File: config.mk
export PLATFORM = sky130hd
export DESIGN_NAME = icache_axi_refill
export DESIGN_NICKNAME = d
export VERILOG_FILES = /design/src/rtl/icache_axi_refill.sv
export SDC_FILE = /design/constraint.sdc
export NUM_CORES = 1
export LEC_CHECK = 0
export CORE_MARGIN = 8
export CORE_UTILIZATION = 44
export CTS_CLUSTER_DIAMETER = 30
export DETAILED_ROUTE_END_ITERATION = 8
export GPL_ROUTABILITY_DRIVEN = 0
export HOLD_SLACK_MARGIN = 0.08
export PLACE_DENSITY_LB_ADDON = 0.12
export SLEW_MARGIN = 15
export SYNTH_ARGS = -nofsm -noshare
export SYNTH_HDL_FRONTEND = slang
export SYNTH_SLANG_ARGS = --single-unit
File: constraint.sdc
create_clock -name clk -period 2 [get_ports clk]
set_input_delay 0.4 -clock clk [delete_from_list [all_inputs] [get_ports clk]]
set_output_delay 0.4 -clock clk [all_outputs]
set_load 0.01 [all_outputs]
File: src/rtl/icache_axi_refill.sv
// I-cache line-refill master: one two-beat INCR AXI read per miss, assembled into a 128-bit line.
// Optional error reporting (refill_err port) is enabled by defining ICACHE_REFILL_ERR_EN.
module icache_axi_refill #(
    parameter int ADDR_W = 32,
    parameter int BEAT_W = 64
) (
    input  logic                  clk,
    input  logic                  rst_n,
    // upstream miss request / refill write port
    input  logic                  miss_req,
    input  logic [ADDR_W-1:0]     miss_addr,
    output logic                  miss_ready,
    output logic                  refill_valid,
    output logic [ADDR_W-1:0]     refill_addr,
    output logic [2*BEAT_W-1:0]   refill_line,
`ifdef ICACHE_REFILL_ERR_EN
    output logic                  refill_err,
`endif
    // AXI read address channel
    output logic [ADDR_W-1:0]     araddr,
    output logic                  arvalid,
    output logic [7:0]            arlen,
    output logic [2:0]            arsize,
    output logic [1:0]            arburst,
    input  logic                  arready,
    // AXI read data channel
    input  logic [BEAT_W-1:0]     rdata,
    input  logic [1:0]            rresp,
    input  logic                  rvalid,
    input  logic                  rlast,
    output logic                  rready,
    // debug view of the FSM state
    output logic [2:0]            dbg_state_o
);

    // Handshakes: a transfer happens on a rising edge where valid and ready are both 1;
    // valid never drops and its payload never changes until that edge.
    typedef enum logic [2:0] {
        S_IDLE = 3'd0,
        S_AR   = 3'd1,
        S_R0   = 3'd2,
        S_R1   = 3'd3,
        S_DONE = 3'd4
    } state_t;

    state_t                state_q, state_d;
    logic [ADDR_W-1:0]     addr_q;
    logic [2*BEAT_W-1:0]   line_q;

    always_ff @(posedge clk) begin
        if (!rst_n) begin
            state_q <= S_IDLE;
        end else begin
            state_q <= state_d;
        end
    end

    always_comb begin
        state_d = state_q;
        case (state_q)
            S_IDLE:  if (miss_req) state_d = S_AR;
            S_AR:    if (arready)  state_d = S_R0;
            S_R0:    if (rvalid)   state_d = rlast ? S_DONE : S_R1;
            S_R1:    if (rvalid)   state_d = S_DONE;
            S_DONE:                state_d = S_IDLE;
            default:               state_d = S_IDLE;
        endcase
    end

    always_comb begin
        miss_ready   = (state_q == S_IDLE);
        arvalid      = (state_q == S_AR);
        rready       = (state_q == S_R0) || (state_q == S_R1);
        refill_valid = (state_q == S_DONE);
    end

    // An early rlast on the first beat zeroes the upper half so no stale beat leaks out.
    always_ff @(posedge clk) begin
        if (!rst_n) begin
            addr_q <= '0;
            line_q <= '0;
        end else begin
            case (state_q)
                S_IDLE: if (miss_req) addr_q <= {miss_addr[ADDR_W-1:4], 4'b0000};
                S_R0: if (rvalid) begin
                    line_q[BEAT_W-1:0] <= rdata;
                    if (rlast) line_q[2*BEAT_W-1:BEAT_W] <= '0;
                end
                S_R1: if (rvalid) line_q[2*BEAT_W-1:BEAT_W] <= rdata;
                default: ;
            endcase
        end
    end

`ifdef ICACHE_REFILL_ERR_EN
    logic err_q;
    logic unused_addr_lsb;

    always_ff @(posedge clk) begin
        if (!rst_n) begin
            err_q <= 1'b0;
        end else begin
            case (state_q)
                S_IDLE: if (miss_req) err_q <= 1'b0;
                S_R0: if (rvalid && (rresp != 2'b00 || rlast)) err_q <= 1'b1;
                S_R1: if (rvalid && (rresp != 2'b00 || !rlast)) err_q <= 1'b1;
                default: ;
            endcase
        end
    end

    // Hidden while a burst is in flight so only the finished refill's status is visible.
    assign refill_err      = err_q && ((state_q == S_DONE) || (state_q == S_IDLE));
    assign unused_addr_lsb = ^miss_addr[3:0];
`else
    logic unused_inputs;
    assign unused_inputs = ^{rresp, miss_addr[3:0]};
`endif

    assign araddr      = addr_q;
    assign refill_addr = addr_q;
    assign refill_line = line_q;
    assign arlen       = 8'd1;
    assign arsize      = 3'b011;
    assign arburst     = 2'b01;
    assign dbg_state_o = state_q;

endmodule

### Yosys cells after proc, flatten, opt, wreduce, memory -nomap -nowiden

Cells that the tools add are included.

| word-level totals | value |
|---|---|
| bits in registers | 159 |
| input port bits | 104 |
| output and inout port bits | 212 |
| word-level logic and storage cells | 30 |

| cells by class | value |
|---|---|
| equal/unequal tests | 9 |
| mux-type cells | 10 |
| reduce and logical (&&, ||, !) cells | 7 |

Operators with widths:

| operator | number |
|---|---|
| two-way mux 128 bit | 1 |
| two-way mux 64 bit | 2 |
| one-hot mux 64 bit (2 select lines) | 1 |
| two-way mux 3 bit | 5 |
| one-hot mux 3 bit (4 select lines) | 1 |
| != test 2 bit (second input constant) | 4 |
| AND reduction 4 bit | 2 |
| == test 3 x 2 -> 1 bit (second input constant) | 2 |
| AND reduction 2 bit | 2 |
| == test 3 x 1 -> 1 bit (second input constant) | 1 |
| == test 3 bit (second input constant) | 1 |
| logical NOT 3 bit | 1 |
| != test 2 x 1 -> 1 bit (second input constant) | 1 |
| nonzero test 2 bit | 1 |
| logical OR 1 bit | 1 |

### Depth between registers and ports, before layout

| depth | value |
|---|---|
| depth in word-level cells | 3 |
| gate-level depth with buffers | 6 |
| depth with buffers taken out | 3 |

### Worst setup path before layout

OpenSTA, ideal clock, no wires.

| timing | value |
|---|---|
| path type | reg-to-reg |
| start | register state_q[1] (netlist: dbg_state_o[1]) |
| end | register line_q[100] (netlist: refill_line[100]) |
| setup time | 0.072 ns |
| arrival | 1.360 ns |
| data required time | 1.928 ns |
| slack | 0.568 ns |
| stages on the path, launching flop included | 7 |
| buffers on the path | 3 |
| period minus slack after synthesis | 1.432 ns |
| path through | dfxtp_1 > buf_4 > nand2_1 > nor3_2 > buf_4 > buf_6 > mux2i_1 |

| between the ends | value |
|---|---|
| longest elaborated chain between the ends | 3 |
| elaborated cells between the ends (all ways) | 8 |
| classes of those cells | eq/ne: 5; mux: 1; reduce/logical: 2 |

RTL lines:

| element | line | RTL |
|---|---|---|
| from (decl) | 46 | `state_t state_q, state_d;` |
| from (signal assigned) | 54 | `state_q <= state_d;` |
| == test 3 x 2 -> 1 bit | 83 | `case (state_q)` |
| != test 2 bit (no source line) / nonzero test 2 bit (equally long branches) | -- |  |
| AND reduction 4 bit (no source line) | -- |  |
| to (signal, indexed assignment) | 86 | `line_q[BEAT_W-1:0] <= rdata;` |
| to (signal, indexed assignment) | 89 | `S_R1: if (rvalid) line_q[2*BEAT_W-1:BEAT_W] <= rdata;` |
| to (decl) | 48 | `logic [2*BEAT_W-1:0] line_q;` |

Parallel ways exist; a longest one is shown, timed or not.
A chain may end at the register's enable or synchronous reset.

### Final worst setup path

| timing | value |
|---|---|
| start | register state_q[0] (netlist: dbg_state_o[0]) |
| end | output dbg_state_o[0] |

RTL lines:

| element | line | RTL |
|---|---|---|
| to (decl) | 33 | `output logic [2:0] dbg_state_o` |

No word-level cell between the ends.

==> results.yml <==
global_route:
  grt_pass1_vias: 5338
  grt_usage: 0.200
  grt_max_degree: 159
  grt.met3_usage: 0.0978
  antenna_found_initial: 1
  busiest_layer: "met2"
  met2_usage: 0.325
  grt_pass1_wl_um: 29500
  grt_use_met1: 0.224
  overflow: 0
cts:
  cts_tree: "yes"
  clockBufferDepth: 2
  hold_buffers: 0
  insertion_delay_ns: 0.42
  cts_max_level: 4
  cts_setup_buffers: 0
  cts.clk_slew.worst_paths_ns: 0.06
  cts_sinks: 159
  cts_root_buf: "clkbuf_16"
  cts_inserted_buffers: 17
place:
  dp_cells: 1161
  port_buffers: 288
  dpl.hpwl_um: 14300
setup_path:
  end_kind: "output port"
  critPathMaxFanout: 5
  worstSetupPathType: "register to output port"
  cpPeakStageDelay_ns: 0.55
  critPathArrivalTime_ns: 1.53
  critPathCapture: "dbg_state_o[0]"
  cp_slowest_cell: "clkdlybuf4s50_1"
  worstPathRequired_ns: 1.60
  r2r_slack_ns: 0.40
  reg2reg_to: "refill_line[126]"
  regToRegStartpoint: "dbg_state_o[0]"
  cp-startpoint: "dbg_state_o[0]"
  worstRegToRegCells: 5
  crit_chain: "buf_4 -> clkdlybuf4s50_1"
  startpoint_type: "register"
floorplan:
  io_pins: 316
  fp.coreArea_sq_um: 14500
  rows: 44
  die_w_um: 138
  die_h_um: 138
  fp.dieArea_sq_um: 19000
  initial_core_util: 0.450
drt:
  wirelength_um: 19900
  drtIter0Drc: 228
  drc: 0
  drtAntennaViolNets: 0
  firstDrtPassIters: 5
  num_vias: 5649
  vias_per_cell: 4.74
  wire_per_inst_um: 16.7
sta:
  worst_slew_pin_slew_ns: 0.604
  setup_viol: 0
  fmax_mhz: 518
  relSlewSlack: 0.597
  whs_ns: 0.451
  hold_viol: 0
  rsz0062_at_grt: "false"
  finalCritPeriodShare: 0.965
  drv_slew: 0
  skew_ns: 0.00592
  min_period_ns: 1.93
  finalSetupTns_ns: 0
outcome:
  status: "completed"
yosys:
  yosysTopAreaCellShare: 0.487
  synth_edf_count: 0
  synth_cell_types: 27
  yosysMostFrequentCell: "nand2_1"
  synth.largest_area_cell: "dfxtp_1"
  syn_inst: 755
  netlist_area_sq_um: 6540
  synthArstFlopShare: 0
  yosysSeqAreaShare: 0.487
  yosys_warnings: 0
  avgSynthCellArea_sq_um: 8.66
  synth_common_cells: "nand2_1 (314), dfxtp_1 (159), mux2i_1 (64)"
  ys_ff_latch: 159
  synthFlopType: "dfxtp_1"
  synth_area_leaders: "dfxtp_1 (49%), nand2_1 (18%), mux2i_1 (9.8%)"
layout:
  areaGrowthSynthToFinish_pct: 51.7
  final_nets: 1100
  final_cells: 1193
  fill_cells: 1224
  drive_gt1_frac: 0.0536
pwr:
  power_density_nw_per_um2: 750
  leakage_nw: 3.41
  peakVddDrop_mv: 0.511
job:
  maxCapViolCount: 0
worst_hold_path:
  hp-class: "register to register"
## cells in the final DEF (no fill, tap or decap), types with 2 or more instances in the layout
master	instances
a21boi_0	47
nor3b_1	2
o21ai_0	2
mux2i_1	64
conb_1	21
clkinv_2	2
bufinv_16	3
dlygate4sd2_1	3
inv_1	2
buf_12	9
a21oi_1	2
clkbuf_1	3
clkdlybuf4s50_1	284
nand2_1	314
clkinv_4	2
dfxtp_1	157
nor2_1	2
clkbuf_8	2
buf_4	9
clkbuf_16	17
a21boi_1	45
## critical path: cells and delay by family, from the launching register on
family	cells	cell delay, ns
buffers and inverters	2	0.71
DFF	1	0.41
## metrics by stage
stage / instance area [sq um] / setup WS (ns) / total power [mW] / util
after global placement: 9310 / 0.0575 / 4.22 / 0.641
after global routing: 9910 / 0.0105 / 7.70 / 0.682
after CTS: 9910 / 0.0164 / 7.51 / 0.682
after floorplan: 6610 / 0.568 / 3.77 / -
final: 9910 / 0.0710 / 7.43 / 0.682
after detailed placement: 9310 / 0.0217 / 4.22 / 0.641
## layer usage
metal  wire length, um  vias up
li1                  -     2831
met1              7730     2570
met2              9410      219
met3              2330       27
met4               404        2
met5                18        -
## cell type report
| cell class | count | area, sq um | share of cell area |
|---|---|---|---|
| clock buffer | 22 | 464 | 0.0468 |
| clock inverter | 9 | 134 | 0.0135 |
| antenna | 1 | 2.50 | 0.000252 |
| multi-input combinational | 511 | 2770 | 0.279 |
| inverter | 2 | 7.51 | 0.000757 |
| tap | 184 | 230 | 0.0232 |
| sequential | 159 | 3190 | 0.322 |
| timing repair buffer | 305 | 3120 | 0.314 |
## state kept, by name, indices dropped and copies added (netlist names)
signal and count:
araddr 28, dbg_state_o 3, refill_line 128
## logic make-up after synthesis
family / count (synthesis) / synth area share
AOI/OAI and AO/OA: 97 / 0.110
buffers and inverters: 104 / 0.104
DFF: 159 / 0.487
muxes: 64 / 0.0980
other: 2 / 0.00115
and+or+nand+nor: 329 / 0.200
## what timing repair did
action                     4_1_cts  5_1_grt
gates cloned                     0        0
setup endpoints to repair        4        1
resized for setup                5        1
pin swaps                        0        0
## worst min-delay path by stage
stage | end | cells after the start | start
3_5_place_dp | refill_line[27] | 2 | refill_line[27]
6_report | refill_line[11] | 2 | refill_line[11]
3_3_place_gp | refill_line[10] | 2 | refill_line[10]
2_1_floorplan | refill_line[100] | 2 | refill_line[100]
5_1_grt | refill_line[27] | 2 | refill_line[27]
4_1_cts | refill_line[10] | 2 | refill_line[10]
## power breakdown
part	leakage, nW	internal (mW)	switching, mW
Sequential	1.29	3.24	0.0505
Clock	0.291	2.03	1.26
Combinational	1.83	0.484	0.372
(Power assumes the default switching activity.)
